File: src/rtl/bram_fifo_pkg.sv
// Shared sizing constants for the BRAM-backed stream FIFO.
// Latency: n/a (constants only).
// Backpressure: n/a.
package bram_fifo_pkg;

  localparam int DEF_ADDR_WIDTH = 5;
  localparam int DEF_DATA_WIDTH = 10;
  localparam int DEPTH          = 2 ** DEF_ADDR_WIDTH;
  localparam int OB_DEPTH       = 2;

endpackage

File: src/rtl/bram_fifo_out_stage.sv
// Two-entry head/tail skid buffer that turns the RAM's registered read into first-word-fall-through.
// Latency: a load is visible at out_data the cycle after it is presented when the buffer is empty.
// Backpressure: caller must only load when a slot is (or is being made) free; head holds while not popped.
module bram_fifo_out_stage
  import bram_fifo_pkg::*;
#(
  parameter int DATA_WIDTH = DEF_DATA_WIDTH
) (
  input  logic                  clk,
  input  logic                  reset,
  input  logic                  load,
  input  logic [DATA_WIDTH-1:0] load_data,
  input  logic                  pop,
  output logic [1:0]            ob_occ,
  output logic                  out_valid,
  output logic [DATA_WIDTH-1:0] out_data
);

  localparam logic [1:0] OB_FULL = 2'(OB_DEPTH);

  logic [DATA_WIDTH-1:0] head;
  logic [DATA_WIDTH-1:0] tail;

  // head is never cleared on the last pop so out_data keeps its last value when empty
  always_ff @(posedge clk or negedge reset) begin
    if (!reset) begin
      head   <= '0;
      tail   <= '0;
      ob_occ <= '0;
    end else begin
      case ({load, pop})
        2'b10: begin
          if (ob_occ == 2'd0) head <= load_data;
          else                tail <= load_data;
          ob_occ <= ob_occ + 2'd1;
        end
        2'b01: begin
          if (ob_occ == OB_FULL) head <= tail;
          ob_occ <= ob_occ - 2'd1;
        end
        2'b11: begin
          if (ob_occ == OB_FULL) begin
            head <= tail;
            tail <= load_data;
          end else begin
            head <= load_data;
          end
        end
        default: ;
      endcase
    end
  end

  assign out_valid = (ob_occ != 2'd0);
  assign out_data  = head;

endmodule

File: src/rtl/dual_port_ram.sv
// Two-port synchronous RAM, read-before-write on each port, no reset on contents.
// Latency: out1/out2 valid one clock after the address is presented.
// Backpressure: none; every cycle is a read (and optional write) on both ports.
module dual_port_ram #(
  parameter int DATA_WIDTH = 10,
  parameter int ADDR_WIDTH = 5
) (
  input  logic                  clk,
  input  logic [ADDR_WIDTH-1:0] addr1,
  input  logic [ADDR_WIDTH-1:0] addr2,
  input  logic [DATA_WIDTH-1:0] data1,
  input  logic [DATA_WIDTH-1:0] data2,
  input  logic                  we1,
  input  logic                  we2,
  output logic [DATA_WIDTH-1:0] out1,
  output logic [DATA_WIDTH-1:0] out2
);

  logic [DATA_WIDTH-1:0] mem [2**ADDR_WIDTH];

  always_ff @(posedge clk) begin
    if (we1) mem[addr1] <= data1;
    if (we2) mem[addr2] <= data2;
    out1 <= mem[addr1];
    out2 <= mem[addr2];
  end

endmodule

File: src/rtl/bram_stream_fifo.sv
// Valid/ready stream FIFO on a dual_port_ram, FWFT output; capacity 2**ADDR_WIDTH+2; BRAM_FIFO_LEVEL_EN adds level.
// Latency: push at edge k on empty FIFO -> RAM read at k+1 -> out_valid after edge k+2.
// Backpressure: in_ready drops when the RAM holds DEPTH words; reads stall while the output buffer is committed.
module bram_stream_fifo
  import bram_fifo_pkg::*;
#(
  parameter int ADDR_WIDTH = DEF_ADDR_WIDTH,
  parameter int DATA_WIDTH = DEF_DATA_WIDTH
) (
  input  logic                  clk,
  input  logic                  reset,
  input  logic                  in_valid,
  output logic                  in_ready,
  input  logic [DATA_WIDTH-1:0] in_data,
  output logic                  out_valid,
  input  logic                  out_ready,
  output logic [DATA_WIDTH-1:0] out_data
`ifdef BRAM_FIFO_LEVEL_EN
  ,
  output logic [ADDR_WIDTH+1:0] level
`endif
);

  localparam int PW = ADDR_WIDTH + 1;

  logic [PW-1:0]         wr_ptr;
  logic [PW-1:0]         rd_ptr;
  logic [PW-1:0]         ram_count;
  logic                  rd_pending;
  logic                  full;
  logic                  push;
  logic                  pop;
  logic                  rd_issue;
  logic [2:0]            ob_after;
  logic [1:0]            ob_occ;
  logic [DATA_WIDTH-1:0] ram_out2;
  logic [DATA_WIDTH-1:0] ram_out1_unused;

  assign ram_count = wr_ptr - rd_ptr;
  assign full      = (wr_ptr[ADDR_WIDTH] != rd_ptr[ADDR_WIDTH]) &&
                     (wr_ptr[ADDR_WIDTH-1:0] == rd_ptr[ADDR_WIDTH-1:0]);
  assign in_ready  = reset & ~full;
  assign push      = in_valid & in_ready;
  assign pop       = out_valid & out_ready;

  // Only fetch when the word is guaranteed a buffer slot on arrival
  assign ob_after  = {1'b0, ob_occ} + {2'b00, rd_pending} - {2'b00, pop};
  assign rd_issue  = (ram_count != '0) && (ob_after < 3'(OB_DEPTH));

  always_ff @(posedge clk or negedge reset) begin
    if (!reset) begin
      wr_ptr     <= '0;
      rd_ptr     <= '0;
      rd_pending <= 1'b0;
    end else begin
      if (push)     wr_ptr <= wr_ptr + PW'(1);
      if (rd_issue) rd_ptr <= rd_ptr + PW'(1);
      rd_pending <= rd_issue;
    end
  end

  dual_port_ram #(
    .DATA_WIDTH(DATA_WIDTH),
    .ADDR_WIDTH(ADDR_WIDTH)
  ) u_ram (
    .clk   (clk),
    .addr1 (wr_ptr[ADDR_WIDTH-1:0]),
    .addr2 (rd_ptr[ADDR_WIDTH-1:0]),
    .data1 (in_data),
    .data2 ('0),
    .we1   (push),
    .we2   (1'b0),
    .out1  (ram_out1_unused),
    .out2  (ram_out2)
  );

  bram_fifo_out_stage #(
    .DATA_WIDTH(DATA_WIDTH)
  ) u_out_stage (
    .clk       (clk),
    .reset     (reset),
    .load      (rd_pending),
    .load_data (ram_out2),
    .pop       (pop),
    .ob_occ    (ob_occ),
    .out_valid (out_valid),
    .out_data  (out_data)
  );

`ifdef BRAM_FIFO_LEVEL_EN
  assign level = {1'b0, ram_count} + (ADDR_WIDTH+2)'(rd_pending) + (ADDR_WIDTH+2)'(ob_occ);
`endif

endmodule

File: config.mk
export PLATFORM = sky130hd
export DESIGN_NAME = bram_stream_fifo
export DESIGN_NICKNAME = d
export VERILOG_FILES = /design/src/rtl/bram_fifo_pkg.sv /design/src/rtl/bram_fifo_out_stage.sv /design/src/rtl/dual_port_ram.sv /design/src/rtl/bram_stream_fifo.sv
export SDC_FILE = /design/constraint.sdc
export NUM_CORES = 1
export LEC_CHECK = 0
export ABC_AREA = 1
export ABC_CLOCK_PERIOD_IN_PS = 5460
export BUFFER_PORTS_ARGS = -buffer_cell sky130_fd_sc_hd__buf_4
export CAP_MARGIN = 10
export CORE_MARGIN = 2
export CORE_UTILIZATION = 61
export CTS_BUF_LIST = sky130_fd_sc_hd__clkbuf_4 sky130_fd_sc_hd__clkbuf_8
export DETAILED_ROUTE_END_ITERATION = 10
export HOLD_SLACK_MARGIN = 0.05
export PLACE_DENSITY = 0.78
export SETUP_SLACK_MARGIN = 0.1
export SYNTH_ARGS = -nofsm -noshare
export SYNTH_HDL_FRONTEND = slang
export SYNTH_SLANG_ARGS = --single-unit
File: constraint.sdc
create_clock -name clk -period 5.46 [get_ports clk]
set_clock_uncertainty 0.15 [all_clocks]
set_input_delay 0.273 -clock clk [delete_from_list [all_inputs] [get_ports clk]]
set_output_delay 0.273 -clock clk [all_outputs]
set_load 0.05 [all_outputs]
# == Word level (Yosys, flattened, before mapping) ==
# Memories as Yosys holds them, arrays and structs flattened. A register that Yosys moved wholly into a read port is not among the register bits.
# Index checks and enable logic that the tools add are counted.
# totals
ramBits,320
memories,1
regBits,35
out_inout_bits,12
# classes
n_lt_le_gt_ge,1
n_mux,10
n_eq_ne,10
n_reduce_logical,10
addsub,7
n_bitwise,4
# memory_table
memory,depth,width,rd,rd_clocked_by_memory_dff,write_ports,line,rtl
u_ram.mem,32,10,1,1,1,dual_port_ram.sv:19,logic [DATA_WIDTH-1:0] mem [2**ADDR_WIDTH];
# ops
op,count
2-to-1 mux 10 bit,5
case mux 10 bit (3 select lines),1
case mux 10 bit (2 select lines),1
"adder 6 x 1 -> 6 bit, second input constant",2
"equality test 2 bit, second input constant",3
"!= test 2 x 1 -> 1 bit, second input constant",3
AND reduction 3 bit,2
nonzero test 2 bit,3
nonzero test 6 bit,1
subtractor 6 bit,1
equality test 5 bit,1
case mux 2 bit (2 select lines),1
adder 2 x 1 -> 3 bit,1
bitwise AND 1 bit,3
"< comparator 3 x 2 -> 1 bit, second input constant",1
nonzero test 3 bit,1
subtractor 3 x 1 -> 3 bit,1
"adder 2 x 1 -> 2 bit, second input constant",1
"equality test 2 x 1 -> 1 bit, second input constant",1
logical AND 1 bit,2
logical NOT 2 bit,1
2-to-1 mux 1 bit,2
"!= test 2 bit, second input constant",1
"subtractor 2 x 1 -> 2 bit, second input constant",1
2 further kinds,2

# == Logic depth before layout (Yosys ltp) ==
# Gate-level depths: netlist of run 1.
# logic_depth
word_depth,7
ltp_mapped,14
ltp_nobuf,13

# == By module ==
# From an unflattened synthesis of run 1, not the netlist that was laid out.
# unflattened
cells_unflattened,3337
hier_area_um2,23110.9
# by_module_without_submodules
mod,cells_each,instances,area_each_um2
dual_port_ram,3056,1,20932.6
bram_fifo_out_stage,144,1,1192.4
bram_stream_fifo,137,1,985.9

# == Least setup slack after synthesis of run 1 ==
# No wires, ideal clock.
# synth_timing
path_kind,register to register
start,register rd_ptr[2]
end,"memory u_ram.mem[20][0], enable pin"
n_path_buf,3
period_less_slack_ns,3.579
arrival_ns,3.039
required_time_ns,4.920
setup_time_ns,0.390
setup_slack_ns,1.881
path_stages_with_launch,11
path_cell_list,dfrtp_1 buf_2 inv_1 clkbuf_1 ha_1 inv_1 nor3_1 a21boi_2 nand2_4 buf_6 nor3_1
# synth_via
elab_chain_cells,7
# synth_rtl
element,line,rtl
from (decl),bram_stream_fifo.sv:27,logic [PW-1:0] rd_ptr;
from (signal assigned),bram_stream_fifo.sv:57,if (rd_issue) rd_ptr <= rd_ptr + PW'(1);
equality test 5 bit,bram_stream_fifo.sv:41,(wr_ptr[ADDR_WIDTH-1:0] == rd_ptr[ADDR_WIDTH-1:0]);
logical AND 1 bit,bram_stream_fifo.sv:40,assign full = (wr_ptr[ADDR_WIDTH] != rd_ptr[ADDR_WIDTH]) &&
inverter 1 bit,bram_stream_fifo.sv:42,assign in_ready = reset & ~full;
bitwise AND 1 bit,bram_stream_fifo.sv:42,
via in_ready,bram_stream_fifo.sv:13,"output logic in_ready,"
bitwise AND 1 bit,bram_stream_fifo.sv:43,assign push = in_valid & in_ready;
2-to-1 mux 1 bit,dual_port_ram.sv:22,if (we1) mem[addr1] <= data1;
2-to-1 mux 1 bit (implied by the code),dual_port_ram.sv:22,
to (decl),dual_port_ram.sv:19,
# The timed path passes the listed nets, and every way through them passes these cells.

# == Worst setup path in the final report of run 1 ==
# layout_timing
start,register rd_ptr[2]
end,"memory u_ram.mem[8][7], enable pin"
# layout_via
elab_chain_cells,7
# layout_rtl
element,line
equality test 5 bit,bram_stream_fifo.sv:41
logical AND 1 bit,bram_stream_fifo.sv:40
inverter 1 bit,bram_stream_fifo.sv:42
bitwise AND 1 bit,bram_stream_fifo.sv:42
bitwise AND 1 bit,bram_stream_fifo.sv:43
2-to-1 mux 1 bit,dual_port_ram.sv:22
2-to-1 mux 1 bit (implied by the code),dual_port_ram.sv:22
# Every way passes these cells.

==> results of run 1 <==
cell usage after synthesis (2+ instances only):
cell      count
inv_1        68
inv_2         3
xor2_1        9
nand2_1     182
clkbuf_2      2
ha_1         10
buf_4         5
fa_1          2
o211ai_1     51
dfxtp_1      10
nand4_1       2
nand3_1      85
nor3_1       30
buf_2        24
or2_1         2
clkbuf_1     29
nor2_1      221
o21ai_1      30
edfxtp_1    320
or2_0         8
buf_6        11
a21oi_1      27
dfrtp_1      35
o21ai_0     144
clkinv_1      3
sequential cells by signal (all words and copies together) (netlist names):
signal	count
rd_ptr	6
u_out_stage.out_data	10
u_ram.mem	320
rd_pending	1
wr_ptr	6
u_out_stage.ob_occ	2
u_ram.out2	10
u_out_stage.tail	10
worst max-delay path: cells and delay by family (launching register included):
family | cells | cell delay [ps]
compound gates | 1 | 290
buf+inv | 3 | 1000
fa+ha+maj | 1 | 560
simple gates | 3 | 1040
flops | 1 | 910
per-layer routing:
metal,track usage (%),up-vias,share of wire (%)
met4,12.4,2,3.8
li1,-,4742,-
met3,4.98,107,9.7
met5,0,-,0.047
met1,38.8,4893,39
met2,44.4,638,47
cell type report:
| class | instances | area share (%) |
|---|---|---|
| inverter | 74 | 1.66 |
| multi-input combinational | 808 | 22.7 |
| tap | 324 | 2.40 |
| clock buffer | 76 | 5.52 |
| clock inverter | 27 | 0.984 |
| timing repair buffer | 73 | 3.51 |
| sequential | 365 | 63.2 |
power breakdown:
part	internal, W	total, W	switching, W
sequential	0.00328	0.00347	0.000180
combinational	0.000848	0.00305	0.00220
clock	0.00120	0.00221	0.00101
total	0.00533	0.00873	0.00339
cell families (layout without fill, tap and decap cells):
family          after synthesis  after routing  synth area share (%)
xor+xnor                      9              9                 0.518
buf+inv                     146            250                  4.55
simple gates                532            532                  14.3
fa+ha+maj                    12             12                  1.09
flops                       365            365                  70.2
compound gates              255            255                  9.30
metrics by stage:
| step | util (%) | power, W | instances | hold slack (ps) |
|---|---|---|---|---|
| after floorplan | - | 0.00564 | 1319 | -173 |
| after global routing | 69.3 | 0.00920 | 1747 | 102 |
| after global placement | 64.2 | 0.00640 | 1630 | 112 |
| after CTS | 69.3 | 0.00867 | 1747 | 55.6 |
| after detailed placement | 64.2 | 0.00648 | 1630 | 108 |
| final | 69.3 | 0.00873 | 1747 | 80.3 |
worst min-delay path by stage:
stage	endpoint	slack, ps	depth (start not counted)
floorplan	rd_pending	-170	0
global placement	u_out_stage.tail[9]	110	1
detailed placement	u_out_stage.out_data[9]	110	1
CTS	u_out_stage.ob_occ[1]	60	3
global route	u_out_stage.ob_occ[0]	100	3
finish	u_out_stage.ob_occ[1]	80	3
==> impl_results.md, run 1 <==
- Leakage: 6.18 nW
- Pwr Density: 516 nW/um^2
- Relative slew slack: 14.4%
- Root buffer cell: clkbuf_8
- GR Overflow Total: 0
- Yosys reg bits: 365
- Synthesized area: 15200 sq um
- Synth area leader: edfxtp_1
- Core Region: 24400 sq um
- PnR worst setup slack: 1190 ps
- Seq/Total Area, Yosys: 70.2%
- DR iter-0 viols: 1437
- Post-synth top area share: 63.1%
- Worst-path clk slew: 60 ps
- Commonest non-fill, non-tap cell in the layout: edfxtp_1
- Storage cell area: 10700 sq um
- Synth warn: 0
- # IOs: 26
- CTS sink count: 365
- Post-CTS Setup Bufs: 0
- Crit-path slowest cell: dfrtp_1
- Crit path launch type: flip-flop
- DRC errors left: 0
- Initial Utilization: 62.4%
- Status: completed
- CP max stage delay: 910 ps
- Synth top area cells: edfxtp_1 (63%), dfrtp_1 (5.8%), nor2_1 (5.5%)
- Vias per cell: 5.94
- GR Util All Layers: 28.1%
- Top_reg_cell synth: edfxtp_1
- RSZ-0062 raised after global routing: no
- Die W: 162 um
- Final TNS setup: 0 ps
- # fillers: 1745
- Hold Vio Cnt, Final: 0
- WP data required: 5600 ps
- Final wirelength: 35900 um
- Via count: 10382
- Share of layout cells above drive strength 1: 10.8%
- Hold Crit Class: input port to asynchronous set/reset pin
- Crit-path max FO: 34
- CP arrival: 4410 ps
- Worst-margin pin slew: 1280 ps
- WS Path Type: flip-flop to flip-flop
- Crit share post-route: 78.1%
- Commonest cells after routing, fill and taps aside: edfxtp_1 (320), nor2_1 (221), nand2_1 (182), o21ai_0 (144), nand3_1 (85)
- TritonCTS Buffers: 56
- Worst skew pair latency: 600 ps
- Worst setup EP type: flip-flop
- Die extent in y: 162 um
- Drt wl/cell: 20.6 um
- Placed cell areas: 15700 sq um
- Pins Over Slew Limit: 0
- Worst r2r src: rd_ptr[2]
- Max Freq: 234 MHz
- CP Launch Point: rd_ptr[2]
- Max cap viols: 0
- Syn nets: 1345
- Setup slack, reg-to-reg: 1190 ps
- Post-DRT Antenna Nets: 0
- Largest net degree at the start of global routing: 115
- Antenna violations before repair: 1
- Die area: 26200 sq um
- Total iterations of the first detailed-routing run: 6
- Antenna Cells: 0
- Reg2Reg Depth: 8
- CTS hold repair buffers: 14
- Global-route wire length before repair: 55100 um
- HPWL Detailed: 20800 um
- CTS tree: yes
- CP Cell Sequence: inv_1 > ha_1 > inv_1 > nor3_1 > a21boi_2 > nand2_4 > nor3_1 > buf_4
- Htree depth: 2
- Final min period: 4270 ps
- Max Root-Sink Buffers: 3
- Post-synth EDFFs: 320
- IO buf count: 25
- Post-CTS Resized: 0
- Nets@finish: 1404
- GP Congestion: 0.951
- Final instance area: 16900 sq um
- Multi-input gate area: 3840 sq um
- Pre-CTS setup slack: 1320 ps
- Area Growth Syn to Fin: 11.1%
- Final setup fails: 0
- Reg2reg end: u_ram.mem[8][7]
- Post-synth ARST share: 9.59%
- Row Count: 57
- Number of global-route vias before repair: 9996
- Synthesized instance count: 1319
- Worst vdd ir: 0.000400 V
- Crit path to: u_ram.mem[8][7]
- Synth unique cells: 31
- Syn avg cell area: 11.5 sq um
Power figures use the tool's default switching activity.
==> run 2: changes to the inputs <==
--- a/config.mk
+++ b/config.mk
@@ -6,11 +6,11 @@
 export NUM_CORES = 1
 export LEC_CHECK = 0
 export ABC_AREA = 1
-export ABC_CLOCK_PERIOD_IN_PS = 5460
+export ABC_CLOCK_PERIOD_IN_PS = 3900
 export BUFFER_PORTS_ARGS = -buffer_cell sky130_fd_sc_hd__buf_4
 export CAP_MARGIN = 10
 export CORE_MARGIN = 2
-export CORE_UTILIZATION = 61
+export CORE_UTILIZATION = 59
 export CTS_BUF_LIST = sky130_fd_sc_hd__clkbuf_4 sky130_fd_sc_hd__clkbuf_8
 export DETAILED_ROUTE_END_ITERATION = 10
 export HOLD_SLACK_MARGIN = 0.05
==> constraint.sdc (replaced) <==
create_clock -name clk -period 3.9 [get_ports clk]
set_clock_uncertainty 0.15 [all_clocks]
set_input_delay 0.195 -clock clk [delete_from_list [all_inputs] [get_ports clk]]
set_output_delay 0.195 -clock clk [all_outputs]
set_load 0.05 [all_outputs]
==> run 2 against run 1 <==
Effect of this change:
- sequential share of layout area decreased by 0.43 points
- critical path type unchanged
- combinational power increased by 44%
- first-iteration DRC count increased by 1.4%
- total power increased by 42%
- design area increased by 0.68%
- via count about the same
- flip-flop and latch count unchanged
==> impl_results.md, run 2 (synthesized netlist as in run 1, its figures left out) <==
- Post-CTS Setup Bufs: 0 (unchanged)
- Clock Power Share: 26.0% (was 25.3%)
- Max reg flops: 320 (unchanged)
- Die extent in y: 165 um (was 162 um)
- Commonest cells after routing, fill and taps aside: edfxtp_1 (320), nor2_1 (221), nand2_1 (182), o21ai_0 (144), nand3_1 (85) (unchanged)
- GR Overflow Total: 0 (unchanged)
- HPWL Detailed: 21800 um (was 20800 um)
- Core Region: 25300 sq um (was 24400 sq um)
- Worst-margin pin slew: 1150 ps (was 1280 ps)
- Area Growth Syn to Fin: 11.9% (was 11.1%)
- GR Util met2: 47.6% (was 44.4%)
- Reg2reg end: u_ram.mem[5][9] (was u_ram.mem[8][7])
- Row Count: 58 (was 57)
- Initial Utilization: 60.3% (was 62.4%)
- CP max stage delay: 630 ps (was 910 ps)
- WS Path Type: flip-flop to flip-flop (unchanged)
- Final instance area: 17000 sq um (was 16900 sq um)
- Top delay family on crit path: simple AND/OR/NAND/NOR gates (unchanged)
- Antenna violations before repair: 0 (was 1)
- Pins Over Slew Limit: 0 (unchanged)
- # IOs: 26 (unchanged)
- Crit-path max FO: 25 (was 34)
- PnR worst setup slack: 499 ps (was 1190 ps)
- Commonest non-fill, non-tap cell in the layout: edfxtp_1 (unchanged)
- DRC errors left: 0 (unchanged)
- Most used routing layer: met2 (unchanged)
- Worst setup EP type: flip-flop (unchanged)
- Share of layout cells above drive strength 1: 11.9% (was 10.8%)
- Relative slew slack: 22.7% (was 14.4%)
- CP bufs+invs: 3 (unchanged)
- Placed cell areas: 15700 sq um (about the same)
- Setup slack, reg-to-reg: 500 ps (was 1190 ps)
- CP arrival: 3550 ps (was 4410 ps)
- GP Congestion: 0.895 (was 0.951)
- Die area: 27100 sq um (was 26200 sq um)
- Final setup fails: 0 (unchanged)
- Met3 Usage GRT: 4.77% (was 4.98%)
- Reg2Reg Depth: 8 (unchanged)
- Total iterations of the first detailed-routing run: 5 (was 6)
- Leakage: 6.25 nW (was 6.18 nW)
- Worst-path clk slew: 60 ps (about the same)
- CP Launch Point: rd_ptr[4] (was rd_ptr[2])
- WP data required: 4050 ps (was 5600 ps)
- Sequential power share: 38.7% (was 39.7%)
- Final min period: 3400 ps (was 4270 ps)
- M1 GR Usage: 37.3% (was 38.8%)
- Die W: 165 um (was 162 um)
- Worst vdd ir: 0.000575 V (was 0.000400 V)
- Via count: 10386 (was 10382)
- RSZ-0062 raised after global routing: no (unchanged)
- Hold Vio Cnt, Final: 0 (unchanged)
- Worst skew pair latency: 610 ps (was 600 ps)
- Root buffer cell: clkbuf_8 (unchanged)
- CP Cell Sequence: inv_1 > ha_1 > inv_1 > nor3_1 > a21boi_2 > nand2_4 > nor3_1 > buf_4 (unchanged)
- Global-route wire length before repair: 56500 um (was 55100 um)
- Crit-path slowest cell: nor3_1 (was dfrtp_1)
- Post-CTS Resized: 0 (unchanged)
- Sw frac: 38.7% (was 38.9%)
- Pint: 0.00760 W (was 0.00533 W)
- CTS tree: yes (unchanged)
- Largest net degree at the start of global routing: 115 (unchanged)
- Combinational power share: 35.4% (was 34.9%)
- Power Total: 0.0124 W (was 0.00873 W)
- GR Util All Layers: 28.3% (was 28.1%)
- Antenna Cells: 0 (unchanged)
- DR iter-0 viols: 1457 (was 1437)
- IO buf count: 25 (unchanged)
- Max Freq: 294 MHz (was 234 MHz)
- Worst r2r src: rd_ptr[4] (was rd_ptr[2])
- Post-DRT Antenna Nets: 0 (unchanged)
- Max Root-Sink Buffers: 3 (unchanged)
- Crit path launch type: flip-flop (unchanged)
- Final wirelength: 37400 um (was 35900 um)
- Pre-CTS setup slack: 573 ps (was 1320 ps)
- CTS sink count: 365 (unchanged)
- Max cap viols: 0 (unchanged)
- Final TNS setup: 0 ps (unchanged)
- Number of global-route vias before repair: 10238 (was 9996)
- Crit share post-route: 87.2% (was 78.1%)
- Nets@finish: 1411 (was 1404)
- Hold Crit Class: input port to asynchronous set/reset pin (unchanged)
- # fillers: 1827 (was 1745)
- TritonCTS Buffers: 57 (was 56)
- Biggest register: u_ram.mem (unchanged)
- Pwr Density: 728 nW/um^2 (was 516 nW/um^2)
- Net load switching power: 0.00480 W (was 0.00339 W)
- Htree depth: 2 (unchanged)
- Status: completed (unchanged)
- Vias per cell: 5.90 (was 5.94)
- Drt wl/cell: 21.2 um (was 20.6 um)
- CTS hold repair buffers: 13 (was 14)
run 2: changes by cell type in the layout (fill, tap and decap cells not counted):
cell,previous run,this run
clkinv_1,21,11
buf_4,59,65
clkbuf_4,18,24
clkbuf_8,58,63
bufinv_16,2,1
clkinvlp_4,0,1
inv_6,1,2
run 2: tightest hold or removal path, stage by stage:
cell,delay (ps)
dlygate4sd3_1,530
buf_4,140
buf_4,410
run 2: routing by layer:
metal | vias to the layer above | routed length [um]
met4 | 0 | 1380
li1 | 4756 | -
met2 | 580 | 18100
met5 | - | 0
met1 | 4923 | 14500
met3 | 127 | 3490
run 2: worst max-delay path by stage:
stage                       endpoint  slack (ps)  cells after the start
floorplan           u_ram.mem[20][0]         320                     10
global placement     u_ram.mem[5][0]         770                      8
detailed placement   u_ram.mem[5][4]         570                      8
CTS                  u_ram.mem[5][9]         550                      8
global route         u_ram.mem[5][7]         230                      8
finish               u_ram.mem[5][9]         500                      8
run 2: final cells by class:
| cell class | instances | area (sq um) | area share, % |
|---|---|---|---|
| Clock inverter | 18 | 115 | 0.676 |
| Tap cell | 330 | 413 | 2.43 |
| Inverter | 74 | 280 | 1.65 |
| Clock buffer | 87 | 1050 | 6.15 |
| Timing Repair Buffer | 79 | 638 | 3.75 |
| Multi-Input combinational cell | 808 | 3840 | 22.6 |
| Sequential cell | 365 | 10700 | 62.8 |
run 2: power groups by stage:
stage	Combinational (W)	Clock, W	Sequential [W]
floorplan	0.00291	0	0.00499
global placement	0.00420	0	0.00485
detailed placement	0.00428	0	0.00487
CTS	0.00432	0.00325	0.00479
global route	0.00484	0.00342	0.00482
finish	0.00438	0.00322	0.00479
run 2: stage by stage:
step                      utilization [%]  hold slack, ps  std cells
after floorplan                         -            -251       1319
after global placement               62.3             171       1643
after detailed placement             62.3             172       1643
after CTS                            67.4            82.0       1761
after global routing                 67.4             127       1761
final                                67.4            93.4       1761
==> run 3: changes to the inputs <==
--- a/config.mk
+++ b/config.mk
@@ -14,7 +14,7 @@
 export CTS_BUF_LIST = sky130_fd_sc_hd__clkbuf_4 sky130_fd_sc_hd__clkbuf_8
 export DETAILED_ROUTE_END_ITERATION = 10
 export HOLD_SLACK_MARGIN = 0.05
-export PLACE_DENSITY = 0.78
+export PLACE_DENSITY_LB_ADDON = 0.15
 export SETUP_SLACK_MARGIN = 0.1
 export SYNTH_ARGS = -nofsm -noshare
 export SYNTH_HDL_FRONTEND = slang
==> run 3 against run 2 <==
Effect of this change:
- critical path depth shrank 1
- global-route usage rose by 0.42 points
- critical endpoint is now u_ram.mem[23][6]
- design area down 0.18%
- critical path type unchanged
- largest power group unchanged
- die area unchanged
==> impl_results.md, run 3 (synthesized netlist as in run 1, its figures left out) <==
- GP Congestion: 0.983 (was 0.895)
- Sequential power share: 38.8% (was 38.7%)
- Global-route wire length before repair: 57400 um (was 56500 um)
- Net load switching power: 0.00482 W (was 0.00480 W)
- Crit-path max FO: 13 (was 25)
- Die area: 27100 sq um (unchanged)
- Nets@finish: 1410 (was 1411)
- Hold Vio Cnt, Final: 0 (unchanged)
- GR Util All Layers: 28.8% (was 28.3%)
- CTS sink count: 365 (unchanged)
- Antenna violations before repair: 1 (was 0)
- HPWL Detailed: 22300 um (was 21800 um)
- Share of layout cells above drive strength 1: 11.5% (was 11.9%)
- Die extent in y: 165 um (unchanged)
- Via count: 10468 (was 10386)
- CP dominant cell by count: inv_1
- Post-CTS Resized: 0 (unchanged)
- Placed cells: 1644 (was 1643)
- Hold Crit Class: input port to asynchronous set/reset pin (unchanged)
- Vias per cell: 5.95 (was 5.90)
- Pint: 0.00751 W (was 0.00760 W)
- Final TNS setup: 0 ps (unchanged)
- Worst hold margin: 86.1 ps (was 93.4 ps)
- Relative slew slack: 24.0% (was 22.7%)
- Drt wl/cell: 21.6 um (was 21.2 um)
- IO buf count: 25 (unchanged)
- Placed cell areas: 15800 sq um (was 15700 sq um)
- Max reg flops: 320 (unchanged)
- Post-DRT Antenna Nets: 0 (unchanged)
- Max cap viols: 0 (unchanged)
- Largest net degree at the start of global routing: 175 (was 115)
- Biggest register: u_ram.mem (unchanged)
- Reg2Reg Depth: 7 (was 8)
- Area Growth Syn to Fin: 11.7% (was 11.9%)
- WS Path Type: flip-flop to flip-flop (unchanged)
- CTS hold repair buffers: 13 (unchanged)
- GR Overflow Total: 0 (unchanged)
- Commonest cells after routing, fill and taps aside: edfxtp_1 (320), nor2_1 (221), nand2_1 (182), o21ai_0 (144), nand3_1 (85) (unchanged)
- Pins Over Slew Limit: 0 (unchanged)
- Final min period: 3390 ps (was 3400 ps)
- Finished Core Util: 67.3% (was 67.4%)
- Combinational power share: 36.1% (was 35.4%)
- Total iterations of the first detailed-routing run: 6 (was 5)
- Max Root-Sink Buffers: 3 (unchanged)
- Status: completed (unchanged)
- Worst-margin pin slew: 1140 ps (was 1150 ps)
- Crit path launch type: flip-flop (unchanged)
- CP Cell Sequence: inv_1 > ha_1 > inv_1 > nor3_1 > a21boi_2 > nand3_1 > nor2_1 (was inv_1 > ha_1 > inv_1 > nor3_1 > a21boi_2 > nand2_4 > nor3_1 > buf_4)
- Row Count: 58 (unchanged)
- Sw frac: 39.1% (was 38.7%)
- Final instance area: 17000 sq um (about the same)
- CP arrival: 3440 ps (was 3550 ps)
- Final setup fails: 0 (unchanged)
- Htree depth: 2 (unchanged)
- WP data required: 3950 ps (was 4050 ps)
- Clock Power Share: 25.0% (was 26.0%)
- Worst vdd ir: 0.000531 V (was 0.000575 V)
- CP max stage delay: 740 ps (was 630 ps)
- Root buffer cell: clkbuf_8 (unchanged)
- # fillers: 1906 (was 1827)
- DR iter-0 viols: 1443 (was 1457)
- Final cell count without fillers: 1760 (was 1761)
- Initial Utilization: 60.3% (unchanged)
- Crit-path slowest cell: nor2_1 (was nor3_1)
- Max Freq: 295 MHz (was 294 MHz)
- Commonest non-fill, non-tap cell in the layout: edfxtp_1 (unchanged)
- DRC errors left: 0 (unchanged)
- Leakage: 6.22 nW (was 6.25 nW)
- Crit share post-route: 86.8% (was 87.2%)
- CTS tree: yes (unchanged)
- Die W: 165 um (unchanged)
- Worst setup EP type: flip-flop (unchanged)
- # IOs: 26 (unchanged)
- Final wirelength: 38100 um (was 37400 um)
- Post-CTS Setup Bufs: 0 (unchanged)
- Worst skew pair latency: 590 ps (was 610 ps)
- Core Region: 25300 sq um (unchanged)
- Number of global-route vias before repair: 9886 (was 10238)
- Worst-path clk slew: 60 ps (about the same)
- TritonCTS Buffers: 55 (was 57)
- Pwr Density: 726 nW/um^2 (was 728 nW/um^2)
- RSZ-0062 raised after global routing: no (unchanged)
[run 3: area by class of cell]
cell class	count	area [sq um]	area share (%)
repair buffers	80	671	3.95
diodes	1	2.50	0.0147
flip-flops and latches	365	10700	62.9
well taps	330	413	2.43
clock buffers	74	912	5.37
clock inverters	28	184	1.08
inverters	74	280	1.65
multi-input cells	808	3840	22.6
[run 3: critical path, delay by kind of cell (launching register included)]
family,cells,cell delay [ps]
compound gates,1,310
fa+ha+maj,1,420
buf+inv,2,380
flops,1,580
simple gates,3,1160
[run 3: worst paths after layout]
path	from	end	slack, ps
max in group asynchronous	reset	rd_ptr[0]	3150
min reg2reg	u_ram.out2[3]	u_out_stage.tail[3]	320
min	reset	u_out_stage.ob_occ[0]	90
min in group clk	u_ram.out2[3]	u_out_stage.tail[3]	320
max reg2reg	rd_ptr[4]	u_ram.mem[23][6]	510
max	rd_ptr[4]	u_ram.mem[23][6]	510
[run 3: per-stage QoR]
stage	setup WS, ps	total power (W)
4_1_cts	570	0.0123
2_1_floorplan	321	0.00790
5_1_grt	334	0.0130
3_3_place_gp	757	0.00916
6_report	514	0.0123
3_5_place_dp	625	0.00924
[run 3: layer usage]
metal	up-vias	GRT usage (%)	wire length (um)
li1	4763	-	-
met3	79	5.65	3990
met4	0	9.96	1130
met5	-	0	0
met1	4993	42.1	15700
met2	633	43.6	17200
[run 3: power groups by stage]
stage | logic [W] | registers, W | clock network (W)
CTS | 0.00440 | 0.00479 | 0.00314
finish | 0.00446 | 0.00479 | 0.00309
global placement | 0.00431 | 0.00485 | 0
global route | 0.00489 | 0.00482 | 0.00331
detailed placement | 0.00437 | 0.00486 | 0
floorplan | 0.00291 | 0.00499 | 0
